===== src/rtl/sprite_blitter.sv =====
// sprite_blitter: copies one sprite from the sprite ROM into the frame buffer.
// The sprite is walked in ROM order (row-major). Transparent pixels (code 0)
// are skipped and pixels landing off-screen are clipped. Each visible pixel
// becomes one frame-buffer write transaction.
//
// Frame-buffer write handshake: fb_we is the valid. While fb_we=1, fb_addr and
// fb_data are held stable. A write completes on a rising edge where fb_we=1 and
// fb_ready=1. fb_we never drops before that edge, and at most one write is
// outstanding at any time.
module sprite_blitter #(
    parameter int SPR_W = 24,
    parameter int SPR_H = 45,
    parameter int FB_W  = 640,
    parameter int FB_H  = 480,
    parameter int PIX_W = 5
) (
    input  logic             Clk,
    input  logic             Reset_n,
    input  logic             start,
    input  logic [9:0]       pos_x,
    input  logic [9:0]       pos_y,
    input  logic [15:0]      spr_base,
    input  logic             hflip,
    output logic [15:0]      rom_addr,
    input  logic [PIX_W-1:0] rom_data,
    output logic [18:0]      fb_addr,
    output logic [PIX_W-1:0] fb_data,
    output logic             fb_we,
    input  logic             fb_ready,
    output logic             busy,
    output logic             done,
    output logic [2:0]       dbgState
);

    localparam int COL_W = $clog2(SPR_W);
    localparam int ROW_W = $clog2(SPR_H);

    typedef enum logic [2:0] {
        IDLE  = 3'd0,
        READ  = 3'd1,
        EVAL  = 3'd2,
        WRITE = 3'd3,
        DONE  = 3'd4
    } stateT;

    stateT            state;
    stateT            nextState;
    logic [COL_W-1:0] col;
    logic [ROW_W-1:0] row;
    logic [9:0]       posXQ;
    logic [9:0]       posYQ;
    logic [15:0]      baseQ;
    logic             hflipQ;

    logic             accept;
    logic             advance;
    logic             loadWrite;
    logic             lastCol;
    logic             lastRow;
    logic [15:0]      rowOffset;
    logic [15:0]      colOffset;
    logic [10:0]      sx;
    logic [10:0]      sy;
    logic             pixVisible;
    logic [18:0]      pixAddr;

    // ROM address and screen coordinates, derived from the counters and latched inputs
    always_comb begin
        rowOffset  = 16'(row) * 16'(SPR_W);
        colOffset  = hflipQ ? (16'(SPR_W - 1) - 16'(col)) : 16'(col);
        rom_addr   = baseQ + rowOffset + colOffset;
        sx         = {1'b0, posXQ} + 11'(col);
        sy         = {1'b0, posYQ} + 11'(row);
        pixVisible = (rom_data != '0) && (sx < 11'(FB_W)) && (sy < 11'(FB_H));
        pixAddr    = 19'(sy) * 19'(FB_W) + 19'(sx);
        lastCol    = (col == COL_W'(SPR_W - 1));
        lastRow    = (row == ROW_W'(SPR_H - 1));
    end

    // State register
    always_ff @(posedge Clk or negedge Reset_n) begin
        if (!Reset_n) begin
            state <= IDLE;
        end else begin
            state <= nextState;
        end
    end

    // Next-state logic and per-cycle control strobes
    always_comb begin
        nextState = state;
        accept    = 1'b0;
        advance   = 1'b0;
        loadWrite = 1'b0;
        case (state)
            IDLE: begin
                if (start) begin
                    accept    = 1'b1;
                    nextState = READ;
                end
            end
            READ: begin
                nextState = EVAL;
            end
            EVAL: begin
                if (pixVisible) begin
                    loadWrite = 1'b1;
                    nextState = WRITE;
                end else begin
                    advance   = 1'b1;
                    nextState = (lastCol && lastRow) ? DONE : READ;
                end
            end
            WRITE: begin
                if (fb_ready) begin
                    advance   = 1'b1;
                    nextState = (lastCol && lastRow) ? DONE : READ;
                end
            end
            DONE: begin
                nextState = IDLE;
            end
            default: begin
                nextState = IDLE;
            end
        endcase
    end

    // Latched draw parameters and the pixel counters
    always_ff @(posedge Clk or negedge Reset_n) begin
        if (!Reset_n) begin
            posXQ  <= '0;
            posYQ  <= '0;
            baseQ  <= '0;
            hflipQ <= 1'b0;
            col    <= '0;
            row    <= '0;
        end else if (accept) begin
            posXQ  <= pos_x;
            posYQ  <= pos_y;
            baseQ  <= spr_base;
            hflipQ <= hflip;
            col    <= '0;
            row    <= '0;
        end else if (advance) begin
            if (!lastCol) begin
                col <= col + 1'b1;
            end else if (!lastRow) begin
                col <= '0;
                row <= row + 1'b1;
            end
        end
    end

    // Write transaction register: loaded in EVAL, held until accepted
    always_ff @(posedge Clk or negedge Reset_n) begin
        if (!Reset_n) begin
            fb_addr <= '0;
            fb_data <= '0;
            fb_we   <= 1'b0;
        end else if (loadWrite) begin
            fb_addr <= pixAddr;
            fb_data <= rom_data;
            fb_we   <= 1'b1;
        end else if (state == WRITE && fb_ready) begin
            fb_we   <= 1'b0;
        end
    end

    assign busy     = (state != IDLE);
    assign done     = (state == DONE);
    assign dbgState = state;

endmodule


===== config.mk =====
export PLATFORM = sky130hd
export DESIGN_NAME = sprite_blitter
export DESIGN_NICKNAME = d
export VERILOG_FILES = /design/src/rtl/sprite_blitter.sv
export SDC_FILE = /design/constraint.sdc
export NUM_CORES = 1
export LEC_CHECK = 0
export ABC_AREA = 1
export CORE_MARGIN = 2
export CORE_UTILIZATION = 50
export CTS_BUF_LIST = sky130_fd_sc_hd__clkbuf_4 sky130_fd_sc_hd__clkbuf_8
export DETAILED_ROUTE_END_ITERATION = 16
export PLACE_DENSITY = 0.78
export SLEW_MARGIN = 20
export SYNTH_ARGS = -nofsm -noshare
export SYNTH_HDL_FRONTEND = slang
export SYNTH_SLANG_ARGS = --single-unit

===== constraint.sdc =====
create_clock -name Clk -period 3.7 [get_ports Clk]
set_input_delay 0.37 -clock Clk [delete_from_list [all_inputs] [get_ports Clk]]
set_output_delay 0.37 -clock Clk [all_outputs]
set_load 0.02 [all_outputs]

==> qor.txt, run 1 <==
Fin Setup TNS = -0.710 ns
H-tree levels = 3
Avg Cell Area, Syn = 7.61 µm²
CORE AREA = 12,000 µm²
CP max FO = 5
Die Area = 13,100 µm²
Clock power share = 0.164
Clock sink total = 76
Drt first pass iters = 5
Multi-input logic area = 4090 µm²
Fmax = 261 MHz
First-pass GRT wire length = 24.1 mm
Netlist Area Pre-Place = 6120 µm²
Setup WS pre-CTS = -0.316 ns
Share of power burned in registers = 0.213
TritonCTS Buffers = 9
#FFs+latches synth = 76
Initial antenna violation count = 0
Largest stage delay, worst path = 0.51 ns
Slew Viols, Final = 0
Ratio of cells with drive above 1 in the final layout = 0.214
Clock latency on the worst-skew pair = 0.38 ns
FILL cells = 964
Slack of the critical path = -0.133 ns
RR Endpoint = fb_addr[18]
Gate power share = 0.623
Remaining routing DRC violations = 0
Clock Tree Root = clkbuf_8
Initial DRC Count = 348
CP Data Required Time = 3.33 ns
CP Cell Sequence = ha_4 > fa_2 > nand3_1 > and2_4 > xor2_2 > fa_1 > inv_2 > ha_4 > nand2_2 > nor2_4 > a21oi_2 > o21ai_2 > nand3_1 > nand2_1 > xor2_1 > buf_4
Critical Path Start = row[1]
Die height = 115 µm
Total gr overflow = 0
Util after Layout = 0.682
Syn Nets = 926
Critical-path top delay cell = fa_1
WS Path Type = register to output pin
Dpl hpwl = 10.7 mm
Final ANT Viol Nets = 0
WP depth = 16
DR WL/cell = 13.2 µm
Failing checks = negative setup slack
Async S/R FF share, synth = 1.00
Row cnt = 40
R2R Path Start = row[0]
Design Area, Final = 8160 µm²
CP top delay family = adder cells
Total GRT Usage = 0.228
Synth area leader = dfrtp_1
Reg-to-reg setup timing slack = 0.17 ns
Worst r2r path cells = 21
Top Ports = 92
Via count = 5,608
Gp weighted congestion = 0.852
Min Hold Slack = 0.147 ns
Warnings from Yosys = 0
Switch Pwr = 1.80 mW
Critical Path End Type = output pin
Startpoint Class = register
Routed wire length = 14.7 mm
LEAKAGE = 4.35 nW
Final hold violation count = 0
Dpl cell area = 7520 µm²
CTS max path bufs = 2
Pwr dens = 533 nW/µm²
Starting Density = 0.511
Tot Pwr = 4.34 mW
Vias in the first global route = 5,364
Port Buffers = 91
Vias per cell = 5.07
Number of synthesized flops with an enable pin = 0
Top_reg_cell synth = dfrtp_1
Slew HR = 0.354
Internal Power = 2.54 mW
Mapped Cells = 804
Worst Tran Pin Value = 0.969 ns
Sw frac = 0.415
Status = finished with violations
Hold-fix buffers at CTS = 0
Min Tclk post-route = 3.83 ns
Maximum Capacitance Violations = 0
Post-Place Cells = 1,082
Non-Filler Instances = 1,107
Fin nets = 1,077
Most area-consuming cells after synthesis = dfrtp_1, nand2_1, ha_1, inv_1, fa_1
Critical Path AT = 3.46 ns
CTS tree = yes
Clk slew on worst S/H paths = 0.09 ns
Buf/Inv on CP = 2
VDD IR max = 0.642 mV
Hold Crit Class = input port to asynchronous set/reset pin
Die X = 115 µm
Period utilization = 1.04
Area grow syn2layout = 33.3%
Register area = 1900 µm²
RSZ-0062 raised after global routing = true
Sequential cell area fraction in the yosys report = 0.311
Ant diodes = 0
Final setup viols = 6
Share of Yosys cell area claimed by the top area cell type = 0.311
Worst Skew = 0.0147 ns
Largest net degree at the start of global routing = 77
Count of cell types in the netlist = 38
cell usage after synthesis (2+ instances only):
cell type and count:
nand2_1 264, inv_1 96, dfrtp_1 76, ha_1 62, nand3_1 54, a21oi_1 32
nor2_1 32, o21ai_0 27, xor2_1 26, nand2_2 21, xnor2_1 18, o21ai_2 15
fa_1 14, nand4_1 13, clkbuf_1 9, buf_6 5, nand3b_1 5, nor4_1 4
nor2_2 3, nor2_4 3, nor3_1 3, or2_2 3, a21o_1 2, nand3_2 2
o21a_1 2
worst max-delay path by stage:
stage	to
2_1_floorplan	rom_addr[13]
3_3_place_gp	rom_addr[13]
3_5_place_dp	rom_addr[12]
4_1_cts	rom_addr[12]
5_1_grt	rom_addr[13]
6_report	rom_addr[13]
kinds of logic (layout without fill, tap and decap cells):
logic type	after synthesis	after routing	share of synthesized area
AND/OR/NAND/NOR	411	411	0.294
buffers and inverters	114	270	0.0784
AO/OA/AOI/OAI	83	83	0.0808
adder cells (fa/ha/maj)	76	76	0.173
flip-flops	76	76	0.311
XOR/XNOR	44	44	0.0630
worst register-to-register path, delay by kind of cell (launching register included):
kind	cells	cell delay, ns
adders and majority gates	5	1.48
and+or+nand+nor	10	0.84
xor gates and xnor gates	1	0.15
DFF	1	0.42
buffers and inverters	5	0.56
metal layers:
layer | up-vias | part of all wire | global-route usage
met1 | 2586 | 0.45 | 0.300
li1 | 2863 | - | -
met3 | 17 | 0.048 | 0.0392
met2 | 142 | 0.48 | 0.385
met5 | - | 0 | 0
met4 | 0 | 0.015 | 0.0715
timing repair:
item                       CTS  global route
setup endpoints to repair   11            15
hold endpoints to repair     0             0
gates resized for setup     74            53
setup buffers                2             8
pin swaps                    7            20
sequential cells by signal (all words and copies together) (netlist names):
| register | cells |
|---|---|
| fb_addr | 19 |
| baseQ | 16 |
| posXQ | 10 |
| posYQ | 10 |
| row | 6 |
| col | 5 |
| fb_data | 5 |
| dbgState | 3 |
| fb_we | 1 |
| hflipQ | 1 |
area by class of cell:
cell class | count | share of cell area
Clock buffer | 11 | 0.0186
Clock inverter | 5 | 0.00798
Inverter | 98 | 0.0454
Multi-Input combinational cell | 614 | 0.502
Sequential cell | 76 | 0.233
Tap cell | 147 | 0.0226
Timing Repair Buffer | 156 | 0.170
placed cells by master, fill, tap and decap left out, drive strengths merged, types with 2 or more instances in the layout:
cell type      Yosys  layout
o21ai             43      43
dfrtp             76      76
o21a               2       2
clkdlybuf4s50      0      79
a21oi             32      32
xnor2             18      18
a21o               2       2
fa                14      14
nor3               3       3
nand3b             5       5
nor4               4       4
nand4             14      14
buf                6      74
clkbuf            10      12
or2                4       4
nor2              38      38
inv               98     101
xor2              26      26
nand3             56      56
ha                62      62
nand2            286     286
power groups by stage:
stage               sequential [mW]  clock (mW)  combinational [mW]
detailed placement            0.932           0                2.38
floorplan                     0.948           0                1.39
global route                  0.929       0.749                2.98
CTS                           0.917       0.720                2.52
finish                        0.925       0.711                2.71
global placement              0.933           0                2.35
(Power assumes the default switching activity.)
==> run 2, diff against run 1 <==
CELL_PAD_IN_SITES_DETAIL_PLACEMENT = 0   (was not set)
CELL_PAD_IN_SITES_GLOBAL_PLACEMENT = 2   (was not set)
CORE_UTILIZATION = 29   (was 50)
PLACE_DENSITY = not set   (was 0.78)
PLACE_DENSITY_LB_ADDON = 0.1   (was not set)
==> run 2 against run 1 <==
Against the previous run:
- register-to-register slack improved by 0.08 ns
- first-iteration DRC count down 52%
- sequential cell count did not move
- critical path type unchanged
- die area increased by 70%
- global-route usage down 7.6 points
- critical endpoint is now rom_addr[12]
- clock power fell by 6.0%
- the flow still finishes with violations (negative setup slack)
- via count up 0.34%
- wire length is 12% higher
==> qor.txt, run 2 (same netlist as run 1, synthesis figures left out) <==
Non-Filler Instances = 1,252 (was 1,107)
Status = finished with violations (unchanged)
Sw frac = 0.413 (was 0.415)
Vias per cell = 4.49 (was 5.07)
Startpoint Class = register (unchanged)
Ratio of cells with drive above 1 in the final layout = 0.252 (was 0.214)
Multi-input logic area = 4270 µm² (was 4090 µm²)
Design Area, Final = 8630 µm² (was 8160 µm²)
Failing checks = negative setup slack (unchanged)
Busiest grt layer = met2 (unchanged)
DR WL/cell = 13.1 µm (was 13.2 µm)
Pwr dens = 544 nW/µm² (was 533 nW/µm²)
Dpl cell area = 7820 µm² (was 7520 µm²)
Worst r2r path cells = 21 (unchanged)
RSZ-0062 raised after global routing = true (unchanged)
Slack of the critical path = -0.122 ns (was -0.133 ns)
Internal Power = 2.75 mW (was 2.54 mW)
Clock sink total = 76 (unchanged)
FILL cells = 2,169 (was 964)
Final setup viols = 6 (unchanged)
Worst Skew = 0.0125 ns (was 0.0147 ns)
Critical Path AT = 3.45 ns (was 3.46 ns)
Critical-path top delay cell = fa_2 (was fa_1)
Initial DRC Count = 168 (was 348)
Share of power burned in registers = 0.194 (was 0.213)
Die Area = 22,300 µm² (was 13,100 µm²)
Most frequent cells in the layout = nand2_1, inv_1, buf_4 (was nand2_1, inv_1, clkdlybuf4s50_1)
Routed wire length = 16.4 mm (was 14.7 mm)
Total gr overflow = 0 (unchanged)
Min Tclk post-route = 3.82 ns (was 3.83 ns)
CP top delay family = adder cells (unchanged)
Initial antenna violation count = 0 (unchanged)
Gp weighted congestion = 0.827 (was 0.852)
Util after Layout = 0.413 (was 0.682)
Clock latency on the worst-skew pair = 0.37 ns (was 0.38 ns)
WS Path Type = register to output pin (unchanged)
Gate power share = 0.663 (was 0.623)
Fin nets = 1,095 (was 1,077)
RR Endpoint = fb_addr[18] (unchanged)
Fin Setup TNS = -0.380 ns (was -0.710 ns)
Remaining routing DRC violations = 0 (unchanged)
Vias in the first global route = 5,713 (was 5,364)
Met3 layer usage reported by global route = 0.0196 (was 0.0392)
Hold Crit Class = input port to asynchronous set/reset pin (unchanged)
R2R Path Start = row[0] (unchanged)
Slew HR = 0.479 (was 0.354)
Post-Place Cells = 1,229 (was 1,082)
Min Hold Slack = 0.0774 ns (was 0.147 ns)
CTS max path bufs = 2 (unchanged)
Maximum Capacitance Violations = 0 (unchanged)
LEAKAGE = 4.44 nW (was 4.35 nW)
Register area = 1900 µm² (about the same)
Area grow syn2layout = 41.1% (was 33.3%)
Met1 usage = 0.193 (was 0.300)
Commonest non-fill, non-tap cell in the layout = nand2_1 (unchanged)
Clk slew on worst S/H paths = 0.08 ns (was 0.09 ns)
Clock power share = 0.142 (was 0.164)
CORE AREA = 20,900 µm² (was 12,000 µm²)
Starting Density = 0.293 (was 0.511)
Largest net degree at the start of global routing = 60 (was 77)
Fmax = 262 MHz (was 261 MHz)
Total GRT Usage = 0.153 (was 0.228)
Final hold violation count = 0 (unchanged)
Critical Path End Type = output pin (unchanged)
Largest stage delay, worst path = 0.54 ns (was 0.51 ns)
CTS tree = yes (unchanged)
Switch Pwr = 1.94 mW (was 1.80 mW)
H-tree levels = 3 (unchanged)
Worst Tran Pin Value = 0.782 ns (was 0.969 ns)
Row cnt = 53 (was 40)
Die X = 149 µm (was 115 µm)
Port Buffers = 91 (unchanged)
Drt first pass iters = 4 (was 5)
TritonCTS Buffers = 9 (unchanged)
CP max FO = 4 (was 5)
CP Cell Sequence = ha_2 > fa_2 > inv_2 > fa_1 > inv_2 > ha_4 > nand2_1 > nor2_1 > nand2_1 > nand2_2 > nand2_2 > nand2_2 > a21oi_4 > o21ai_2 > xor2_1 > buf_4 (was ha_4 > fa_2 > nand3_1 > and2_4 > xor2_2 > fa_1 > inv_2 > ha_4 > nand2_2 > nor2_4 > a21oi_2 > o21ai_2 > nand3_1 > nand2_1 > xor2_1 > buf_4)
Most frequent CP cell = nand2_2
Period utilization = 1.03 (was 1.04)
Final ANT Viol Nets = 0 (unchanged)
First-pass GRT wire length = 27.2 mm (was 24.1 mm)
Buf/Inv on CP = 3 (was 2)
Max FFs per register = 19 (unchanged)
Clock Tree Root = clkbuf_8 (unchanged)
Largest regs = fb_addr (19), baseQ (16) (unchanged)
Grt met2 use = 0.266 (was 0.385)
Dpl hpwl = 12.5 mm (was 10.7 mm)
Via count = 5,627 (was 5,608)
Slew Viols, Final = 0 (unchanged)
CP Data Required Time = 3.33 ns (about the same)
Largest Register = fb_addr (unchanged)
Ant diodes = 0 (unchanged)
Top Ports = 92 (unchanged)
Die height = 149 µm (was 115 µm)
Reg-to-reg setup timing slack = 0.25 ns (was 0.17 ns)
VDD IR max = 0.705 mV (was 0.642 mV)
## run 2: changes by cell type in the layout (fill, tap and decap cells not counted), sizes merged
cell / change
inv: -3
clkinvlp: +1
clkbuf: -1
clkinv: +2
dlymetal6s2s: -1
buf: +19
## run 2: power groups by stage
stage,registers (mW),logic (mW),clock network (mW)
after floorplan,0.948,1.39,0
after global placement,0.925,2.56,0
after detailed placement,0.928,2.54,0
after CTS,0.914,2.76,0.703
after global routing,0.921,3.44,0.738
final,0.913,3.11,0.668
## run 2: cell type report
| class | count | share of cell area |
|---|---|---|
| multi-input cells | 614 | 0.495 |
| flip-flops and latches | 76 | 0.221 |
| repair buffers | 174 | 0.179 |
| inverters | 98 | 0.0429 |
| well taps | 275 | 0.0399 |
| clock buffers | 10 | 0.0160 |
| clock inverters | 5 | 0.00696 |
## run 2: per-layer routing
| metal | share of wire | vias up |
|---|---|---|
| met5 | 0 | - |
| met4 | 0.019 | 0 |
| met3 | 0.026 | 20 |
| met2 | 0.49 | 85 |
| met1 | 0.46 | 2616 |
| li1 | - | 2906 |
## run 2: how the worst max path moves through the flow
stage / startpoint / endpoint / slack, ns / cells past startpoint
finish: row[1] / rom_addr[12] / -0.12 / 16
global route: row[1] / rom_addr[12] / -0.32 / 16
CTS: row[1] / rom_addr[14] / -0.16 / 15
detailed placement: row[1] / rom_addr[12] / -0.39 / 16
global placement: row[1] / rom_addr[13] / -0.32 / 16
floorplan: row[0] / rom_addr[13] / 0.04 / 15
## run 2: metrics by stage
stage / total power, mW / setup slack (ns)
after global placement: 3.48 / -0.318
final: 4.69 / -0.122
after floorplan: 2.34 / 0.0428
after global routing: 5.10 / -0.325
after CTS: 4.38 / -0.161
after detailed placement: 3.47 / -0.394
## run 2: what timing repair did
action / in CTS / in global routing
setup buffers: 4 / 5
gates cloned: 0 / 0
gates resized for setup: 101 / 67
setup endpoints to repair: 12 / 15
pin swaps: 27 / 26
hold buffers: 0 / 0
